===== src/rtl/mem_port_arbiter.sv =====
// Single-port main-memory arbiter: grants one instruction FSM at a time, runs the EN/RW/MFC handshake with timeout.
// Build option ARB_FIXED_PRIO_EN selects fixed priority (index 0 highest) instead of round-robin.
module mem_port_arbiter #(
  parameter int NREQ    = 4,
  parameter int TIMEOUT = 15,
  localparam int IDW    = (NREQ > 1) ? $clog2(NREQ) : 1,
  localparam int CW     = $clog2(TIMEOUT + 1)
) (
  input  logic            clk,
  input  logic            rst,
  input  logic [NREQ-1:0] req,
  input  logic [NREQ-1:0] rw_req,
  input  logic            MFC,
  output logic [NREQ-1:0] gnt,
  output logic [IDW-1:0]  gnt_id,
  output logic            EN,
  output logic            RW,
  output logic [NREQ-1:0] done,
  output logic            err,
  output logic            busy
);

  typedef enum logic [1:0] {
    S_IDLE    = 2'd0,
    S_GRANT   = 2'd1,
    S_ACCESS  = 2'd2,
    S_RELEASE = 2'd3
  } state_t;

  state_t          state, state_nxt;
  logic [CW-1:0]   cnt;
  logic            dir;
  logic            ok;
  logic [IDW-1:0]  pick;
  logic [NREQ-1:0] onehot;

  function automatic logic [IDW-1:0] lowest(input logic [NREQ-1:0] v);
    lowest = '0;
    for (int i = NREQ - 1; i >= 0; i--) begin
      if (v[i]) lowest = IDW'(i);
    end
  endfunction

`ifdef ARB_FIXED_PRIO_EN
  always_comb begin
    pick = lowest(req);
  end
`else
  logic [IDW-1:0]  ptr;
  logic [NREQ-1:0] req_masked;

  // Requests at or above the pointer win first; otherwise wrap to the lowest set bit.
  always_comb begin
    req_masked = req & ~((NREQ'(1) << ptr) - NREQ'(1));
    pick       = (|req_masked) ? lowest(req_masked) : lowest(req);
  end
`endif

  always_ff @(posedge clk or negedge rst) begin
    if (!rst) state <= S_IDLE;
    else      state <= state_nxt;
  end

  always_comb begin
    state_nxt = state;
    case (state)
      S_IDLE:    if (|req) state_nxt = S_GRANT;
      S_GRANT:   state_nxt = S_ACCESS;
      S_ACCESS:  if (MFC || (cnt == CW'(TIMEOUT - 1))) state_nxt = S_RELEASE;
      S_RELEASE: state_nxt = S_IDLE;
      default:   state_nxt = S_IDLE;
    endcase
  end

  always_ff @(posedge clk or negedge rst) begin
    if (!rst) begin
      gnt_id <= '0;
      dir    <= 1'b0;
      cnt    <= '0;
      ok     <= 1'b0;
`ifndef ARB_FIXED_PRIO_EN
      ptr    <= '0;
`endif
    end else begin
      case (state)
        S_IDLE: begin
          if (|req) begin
            gnt_id <= pick;
            dir    <= rw_req[pick];
          end
        end
        S_ACCESS: begin
          // Last ACCESS cycle reaches TIMEOUT at most, which fits CW bits.
          cnt <= cnt + CW'(1);
          ok  <= MFC;
        end
        S_RELEASE: begin
          cnt <= '0;
`ifndef ARB_FIXED_PRIO_EN
          ptr <= (gnt_id == IDW'(NREQ - 1)) ? '0 : gnt_id + IDW'(1);
`endif
        end
        default: ;
      endcase
    end
  end

  assign onehot = NREQ'(1) << gnt_id;
  assign gnt    = ((state == S_GRANT) || (state == S_ACCESS)) ? onehot : '0;
  assign EN     = (state == S_ACCESS);
  assign RW     = (state == S_ACCESS) && dir;
  assign done   = ((state == S_RELEASE) && ok) ? onehot : '0;
  assign err    = (state == S_RELEASE) && !ok;
  assign busy   = (state != S_IDLE);

endmodule

===== config.mk =====
export PLATFORM = sky130hd
export DESIGN_NAME = mem_port_arbiter
export DESIGN_NICKNAME = d
export VERILOG_FILES = /design/src/rtl/mem_port_arbiter.sv
export SDC_FILE = /design/constraint.sdc
export NUM_CORES = 1
export LEC_CHECK = 0
export ABC_CLOCK_PERIOD_IN_PS = 1850
export CORE_MARGIN = 2
export CORE_UTILIZATION = 40
export CTS_CLUSTER_DIAMETER = 60
export DETAILED_ROUTE_END_ITERATION = 12
export GPL_TIMING_DRIVEN = 0
export PLACE_DENSITY_LB_ADDON = 0.3
export SLEW_MARGIN = 10
export SYNTH_ARGS = -nofsm -noshare
export SYNTH_HDL_FRONTEND = slang
export SYNTH_SLANG_ARGS = --single-unit

===== constraint.sdc =====
create_clock -name clk -period 1.85 [get_ports clk]
set_input_delay 0.185 -clock clk [delete_from_list [all_inputs] [get_ports clk]]
set_output_delay 0.185 -clock clk [all_outputs]
set_load 0.01 [all_outputs]

==> summary.md, run 1 <==
| Metric | Value |
|---|---|
| CP startpoint kind | `flop` |
| Top post-synthesis cells by area | `dfrtp_1 38%, ha_1 14%, mux2_2 5.7%` |
| Top cell type's share of synthesized area | `0.3780` |
| I/O pin count | `25` |
| Cell family with the largest share of critical-path delay | `buffers and inverters` |
| Rel. slew slack | `0.6502` |
| DRC violation total after the first TritonRoute iteration | `3` |
| Count of input and output buffers | `24` |
| Clk sink count | `12` |
| Maximum vdd drop | `about 0.00073 V` |
| Post-route standard cell area excluding fillers | `1146 µm²` |
| Overall track demand over capacity in global routing | `0.1559` |
| Static power due to leakage | `between 0.0005 and 0.0006 µW` |
| Area fraction in compound gates after synthesis | `0.1213` |
| Clock Path Buffers | `2` |
| Area after detailed placement | `between 1000 and 1500 µm²` |
| Worst Hold Class | `input pin to asynchronous set/reset pin` |
| Largest net degree at the start of global routing | `13` |
| Part of the Yosys area used for sequential elements | `0.3780` |
| Number of buffers inserted during clock tree synthesis | `3` |
| Ant diodes | `0` |
| Final hold violation count | `0` |
| Final setup violation count | `0` |
| Cell at the slowest stage of the critical path | `clkdlybuf4s50_1` |
| Final Critical Period | `between 1.5 and 2 ns` |
| Synth Area per Inst | `slightly below 10 µm²` |
| Ratio of routed vias to standard cells | `between 4 and 5` |
| Clock root buffer master | `clkbuf_4` |
| Fraction of synthesized area in multiplexers | `0.1087` |
| Worst Slack Setup Final | `0.09032 ns` |
| TritonCTS clock tree | `built` |
| Peak Freq | `around 570 MHz` |
| Filler Cell Count | `187` |
| Remaining global-route overflow | `0` |
| Cell area power density | `~1500 nW/µm²` |
| Setup slack on the worst flop-to-flop path | `roughly 0.26 ns` |
| Post-Place Worst Slack | `-0.06699 ns` |
| Row count | `16` |
| Worst Max-Slew Pin Slew | `roughly 0.52 ns` |
| Number of buffers and inverters on the critical path | `1` |
| Clock skew | `0.002744 ns` |
| Crit-path cells | `ha_1 -> and3_1 -> clkdlybuf4s50_1` |
| Starting Density | `0.4134` |
| Die outline width | `around 50 µm` |
| Count of mapped cells out of synthesis | `80` |
| Maximum level of the CTS H-tree | `1` |
| Outcome | `finished clean` |
| RD Place Congestion | `between 0.7 and 0.8` |
| Net count after synthesis | `100` |
| Xor/xnor share of the synthesized area | `0.03307` |
| Vias in the first global route | `650` |
| Cell variety after synth | `26` |
| Worst hold-check slack | `about 0.26 ns` |
| Largest driver fanout on the critical path | `6` |
| WL per Instance | `approximately 12 µm` |
| Adder-cell share of the synthesized area | `0.1417` |
| CP required | `between 1.5 and 2 ns` |
| Fraction of the mapped netlist area in simple logic gates | `0.1701` |
| First drt pass iteration count | `2` |
| Layout cell share with drive strength beyond 1 | `0.1651` |
| Setup crit end kind | `output pin` |
| DP Wirelength | `~1.3 mm` |
| Cell type with the largest total area after synthesis | `dfrtp_1` |
| Post-Syn Area | `between 700 and 800 µm²` |
| Die Outline Area | `2359 µm²` |
| Fin crit share | `0.9512` |
| Start-to-end type of the worst setup path | `flop to output pin` |
| Combinational family with the most area after synthesis | `simple AND/OR/NAND/NOR gates` |
| Yosys warnings | `0` |
| First-pass GRT wire length | `around 2.9 mm` |
| Final Max Tran Viols | `0` |
| Clock transition at the registers of the reported paths | `roughly 0.070 ns` |
| Unrepaired setup endpoints after global routing | `false` |
| Longest individual stage delay on the worst path | `between 0.4 and 0.5 ns` |
| Worst-Skew Late Latency | `0.27 ns` |
| Number of synthesized register bits | `12` |
| Layout overhead on the synthesized area | `44.25%` |
| Post-layout power | `1695 µW` |
| Count of nets after finishing | `~130` |
| Floorplan Core Area | `~1900 µm²` |
| Final Routed Wirelength | `between 1.5 and 2 mm` |
| # Max-Cap Violations | `0` |
| Overall via count from detail_route | `about 660` |
| DRC viols | `0` |
| Overall die height | `roughly 49 µm` |
| Crit path DAT | `~1.6 ns` |
| Initial antenna violation count | `0` |
| Hold bufs inserted after CTS | `0` |
| Post-route ant nets | `0` |
## per-layer routing
layer | routed length [µm] | GRT usage | vias up
li1 | - | - | 332
met1 | 693 | 0.1897 | 309
met2 | 821 | 0.2847 | 19
met3 | 87 | 0.02469 | 2
met4 | 19 | 0.04286 | 0
met5 | 0 | 0 | -
## logic make-up (layout without fill, tap and decap cells)
family / Yosys count / count (layout)
compound gates: 12 / 12
xor+xnor: 3 / 3
fa+ha+maj: 9 / 9
buf+inv: 10 / 39
flops: 12 / 12
mux: 8 / 8
simple gates: 26 / 26
## cell type report
cell class / count / area (µm²) / share of cell area
clock buffer: 3 / 22.52 / 0.01965
sequential: 12 / 302.8 / 0.2642
multi-input combinational: 58 / 484.2 / 0.4225
inverter: 9 / 33.78 / 0.02948
timing repair buffer: 26 / 255.2 / 0.2227
tap: 27 / 33.78 / 0.02948
buffer: 1 / 13.76 / 0.01201
## metrics by stage
stage                      TNS, ns  std cells  utilization
after floorplan                  0         80            -
after global placement    -0.06969        131       0.5560
after detailed placement   -0.1627        131       0.5560
after CTS                        0        135       0.5872
after global routing             0        136       0.5964
final                            0        136       0.5964
## repair_timing
item | CTS | global route
endpoints found under the hold margin | 0 | 0
setup endpoints to repair | 10 | 4
gates resized for setup | 14 | 5
buffers inserted | 1 | 1
## path summary, 6_finish.rpt
check                           from        end  depth (start not counted)
max                        gnt_id[0]    done[3]                          3
min                              rst        dir                          1
max reg2reg                   ptr[1]        dir                          5
min reg2reg                      dir        dir                          2
max in group asynchronous        rst  gnt_id[0]                          1
min in group clk                 dir        dir                          2
## Yosys cell counts
library cell / instances
nor4_1: 1
xnor2_1: 1
nor2b_1: 1
inv_1: 9
ha_1: 9
a221oi_4: 1
and3_1: 4
a21oi_1: 4
a21bo_1: 1
nor2_1: 7
and2_1: 5
dfrtp_1: 12
nand2b_1: 1
mux2i_1: 3
clkbuf_1: 1
o21ai_0: 3
mux2_2: 4
a211oi_1: 1
nand3_1: 1
a311oi_1: 1
mux2_1: 1
o21ai_2: 1
nand2_1: 4
nor3b_1: 1
nand4_1: 1
xor2_1: 2
## state kept, by name, indices dropped and copies added, names as in the netlist
signal	cells
cnt	4
dir	1
gnt_id	2
ok	1
ptr	2
state	2
## report_power, final
group	leakage (µW)	switching [µW]	internal, µW
sequential	0.000148	131	387
combinational	0.000432	465	556
clock	0.0000138	80.3	75.4
total	0.000593	677	1020
## cells in the final DEF, fill, tap and decap left out, drive strengths merged, types with 2 or more instances in the layout
cell	count
inv	9
nor2	7
buf	2
nand2	4
a21oi	4
dlymetal6s2s	3
mux2i	3
clkbuf	4
ha	9
and2	5
xor2	2
dfrtp	12
clkdlybuf4s50	15
o21ai	4
and3	4
dlygate4sd2	6
mux2	5
Power figures use the tool's default switching activity.
==> run 2, diff against run 1 <==
--- a/config.mk
+++ b/config.mk
@@ -5,9 +5,11 @@
 export SDC_FILE = /design/constraint.sdc
 export NUM_CORES = 1
 export LEC_CHECK = 0
-export ABC_CLOCK_PERIOD_IN_PS = 1850
+export ABC_CLOCK_PERIOD_IN_PS = 1550
+export CELL_PAD_IN_SITES_DETAIL_PLACEMENT = 0
+export CELL_PAD_IN_SITES_GLOBAL_PLACEMENT = 1
 export CORE_MARGIN = 2
-export CORE_UTILIZATION = 40
+export CORE_UTILIZATION = 30
 export CTS_CLUSTER_DIAMETER = 60
 export DETAILED_ROUTE_END_ITERATION = 12
 export GPL_TIMING_DRIVEN = 0
==> constraint.sdc (replaced) <==
create_clock -name clk -period 1.55 [get_ports clk]
set_input_delay 0.155 -clock clk [delete_from_list [all_inputs] [get_ports clk]]
set_output_delay 0.155 -clock clk [all_outputs]
set_load 0.01 [all_outputs]
==> run 2 against run 1 <==
Effect of this change: the flow now finishes with violations (setup timing); critical path depth grew 2; largest power group unchanged; sequential cell count is the same; cell area grew 9.9%; first-iteration DRC count grew 33%; sequential power grew 24%; total power grew 37%; via count grew 3.9%; non-clock buffer count grew 9; clock power grew 58%; combinational power grew 41%.
==> summary.md, run 2 (synthesis gave the netlist of run 1 again) <==
| Metric | Value |
|---|---|
| Final hold violation count | `0 (unchanged)` |
| CP required | `1.75 ns (+0.09 ns)` |
| Outcome | `complete, but fails checks` |
| Largest net degree at the start of global routing | `13 (unchanged)` |
| Die Outline Area | `3076 µm² (+30%)` |
| Worst-Skew Late Latency | `0.27 ns (about the same)` |
| Max FFs per register | `4 (unchanged)` |
| Count of input and output buffers | `24 (unchanged)` |
| Vias in the first global route | `699 (+7.5%)` |
| Filler Cell Count | `233 (+25%)` |
| Final Routed Wirelength | `1.857 mm (+15%)` |
| RD Place Congestion | `0.6937 (-12%)` |
| Longest individual stage delay on the worst path | `0.45 ns (-0.03 ns)` |
| Fin crit share | `1.015` |
| Clk sink count | `12 (unchanged)` |
| Starting Density | `0.3178 (-0.09559)` |
| Maximum level of the CTS H-tree | `1 (unchanged)` |
| Register area | `304.0 µm² (+0.41%)` |
| Crit path DAT | `1.77 ns (+0.20 ns)` |
| TritonCTS clock tree | `built` |
| Rel. slew slack | `0.6394 (-0.01085)` |
| Floorplan Core Area | `2500 µm² (+30%)` |
| Worst Max-Slew Pin Slew | `0.5392 ns (+0.01623 ns)` |
| Final Max Tran Viols | `0 (unchanged)` |
| Unrepaired setup endpoints after global routing | `true` |
| Overall via count from detail_route | `688 (+3.9%)` |
| Share of the core filled with cells | `0.5040 (-0.09235)` |
| Largest driver fanout on the critical path | `5 (-1)` |
| Cell family with the largest share of critical-path delay | `compound AO/OA/AOI/OAI gates` |
| First-pass GRT wire length | `3.132 mm (+9.1%)` |
| Initial antenna violation count | `0 (unchanged)` |
| Row count | `18 (+2)` |
| Setup slack on the worst flop-to-flop path | `-0.02 ns (-0.28 ns)` |
| Number of standard cells in the final layout excluding fillers | `149 (+9.6%)` |
| Largest reg by FF count | `cnt` |
| Overall die height | `55.46 µm (+14%)` |
| Most frequent cells in the layout | `11 x clkdlybuf4s50_1, 10 x buf_4, 9 x dfrtp_1` |
| Remaining global-route overflow | `0 (unchanged)` |
| Count of nets after finishing | `140 (+6.9%)` |
| Clock skew | `0.002368 ns (-0.0003764 ns)` |
| Die outline width | `55.46 µm (+14%)` |
| Start-to-end type of the worst setup path | `flop to flop` |
| Final Critical Period | `1.573 ns` |
| Worst Hold Class | `input pin to asynchronous set/reset pin` |
| Layout cell share with drive strength beyond 1 | `0.4034 (+0.2382)` |
| Setup crit end kind | `flop` |
| Worst hold-check slack | `0.2314 ns (-0.02373 ns)` |
| DP Wirelength | `1.299 mm (+2.5%)` |
| First drt pass iteration count | `3 (+1)` |
| DRC violation total after the first TritonRoute iteration | `4 (+1)` |
| Maximum vdd drop | `0.001026 V (+41%)` |
| Layout overhead on the synthesized area | `58.58%` |
| CP startpoint kind | `flop` |
| Peak Freq | `approximately 640 MHz` |
| Post-route ant nets | `0 (unchanged)` |
| Overall track demand over capacity in global routing | `0.1239 (-0.03198)` |
| Worst Slack Setup Final | `-0.02329 ns (-0.1136 ns)` |
| Ant diodes | `0 (unchanged)` |
| Total Negative Setup Slacks | `-0.02329 ns (-0.02329 ns)` |
| Total placed cells including tap cells | `134 (+2.3%)` |
| Clock Path Buffers | `2 (unchanged)` |
| # Max-Cap Violations | `0 (unchanged)` |
| I/O pin count | `25 (unchanged)` |
| Clock root buffer master | `clkbuf_4` |
| Static power due to leakage | `0.0005908 µW (-0.43%)` |
| Post-Place Worst Slack | `-0.3157 ns (-0.2487 ns)` |
| Ratio of routed vias to standard cells | `4.617 (-5.1%)` |
| Commonest non-fill, non-tap cell in the layout | `clkdlybuf4s50_1` |
| Cell area power density | `1848 nW/µm² (+25%)` |
| DRC viols | `0 (unchanged)` |
| Final setup violation count | `1 (+1)` |
| WL per Instance | `12.46 µm (+4.6%)` |
| Number of buffers and inverters on the critical path | `0 (-1)` |
| Multi-input combinational cell area | `535.5 µm² (+11%)` |
| Clock transition at the registers of the reported paths | `0.08 ns (about the same)` |
| Number of buffers inserted during clock tree synthesis | `3 (unchanged)` |
| Violations in the final reports | `setup timing` |
| Cell at the slowest stage of the critical path | `dfrtp_2` |
| Crit-path cells | `a21bo_1 -> a221oi_4 -> mux2i_1 -> mux2_2 -> o21ai_2` |
-- run 2: cell count changes in the layout (fill, tap and decap cells not counted), moves of 2 or more --
cell,before,now
buf_6,0,4
and3_1,4,1
buf_2,0,5
buf_4,2,10
dlymetal6s2s_1,3,0
and3_4,0,3
inv_2,1,3
inv_1,8,6
dlygate4sd2_1,6,2
clkdlybuf4s15_1,0,2
clkdlybuf4s50_1,15,11
-- run 2: worst register-to-register path: cells and delay by family (launching register included) --
family          cells  cell delay (ns)
flops               1             0.45
mux                 2             0.40
compound gates      3             0.67
-- run 2: timing repair --
item | in CTS | in global routing
endpoints found under the setup margin | 15 | 9
hold buffers | 0 | 0
pin swaps | 2 | 2
resized for setup | 50 | 19
buffers inserted | 5 | 6
-- run 2: final timing paths --
check / start / to / depth (start not counted)
max reg2reg: ptr[1] / dir / 5
max: ptr[1] / dir / 5
min in group clk: dir / dir / 2
max in group asynchronous: rst / gnt_id[0] / 1
min: rst / cnt[1] / 1
min reg2reg: dir / dir / 2
-- run 2: report_power, final --
group / internal (µW) / switching, µW / total [µW]
Sequential: 464 / 179 / 643
Combinational: 805 / 634 / 1440
Clock: 143 / 103 / 246
-- run 2: area by class of cell --
cell class	instances	share of cell area
buffer	1	0.01192
inverter	9	0.02681
sequential	12	0.2413
timing repair buffer	35	0.2363
multi-input combinational	58	0.4250
tap	30	0.02979
clock buffer	4	0.02880
-- run 2: metrics by stage --
stage                     total power, µW  cell area, µm²
after global placement               1722            1072
final                                2329            1260
after detailed placement             1736            1072
after CTS                            2145            1174
after floorplan                      1275           794.5
after global routing                 2550            1260
-- run 2: routing by layer --
| metal | vias to the layer above | share of wire | global-route usage |
|---|---|---|---|
| li1 | 353 | - | - |
| met5 | - | 0 | 0 |
| met4 | 0 | 0.0075 | 0.03136 |
| met3 | 2 | 0.045 | 0.03279 |
| met1 | 316 | 0.43 | 0.1517 |
| met2 | 17 | 0.52 | 0.2143 |
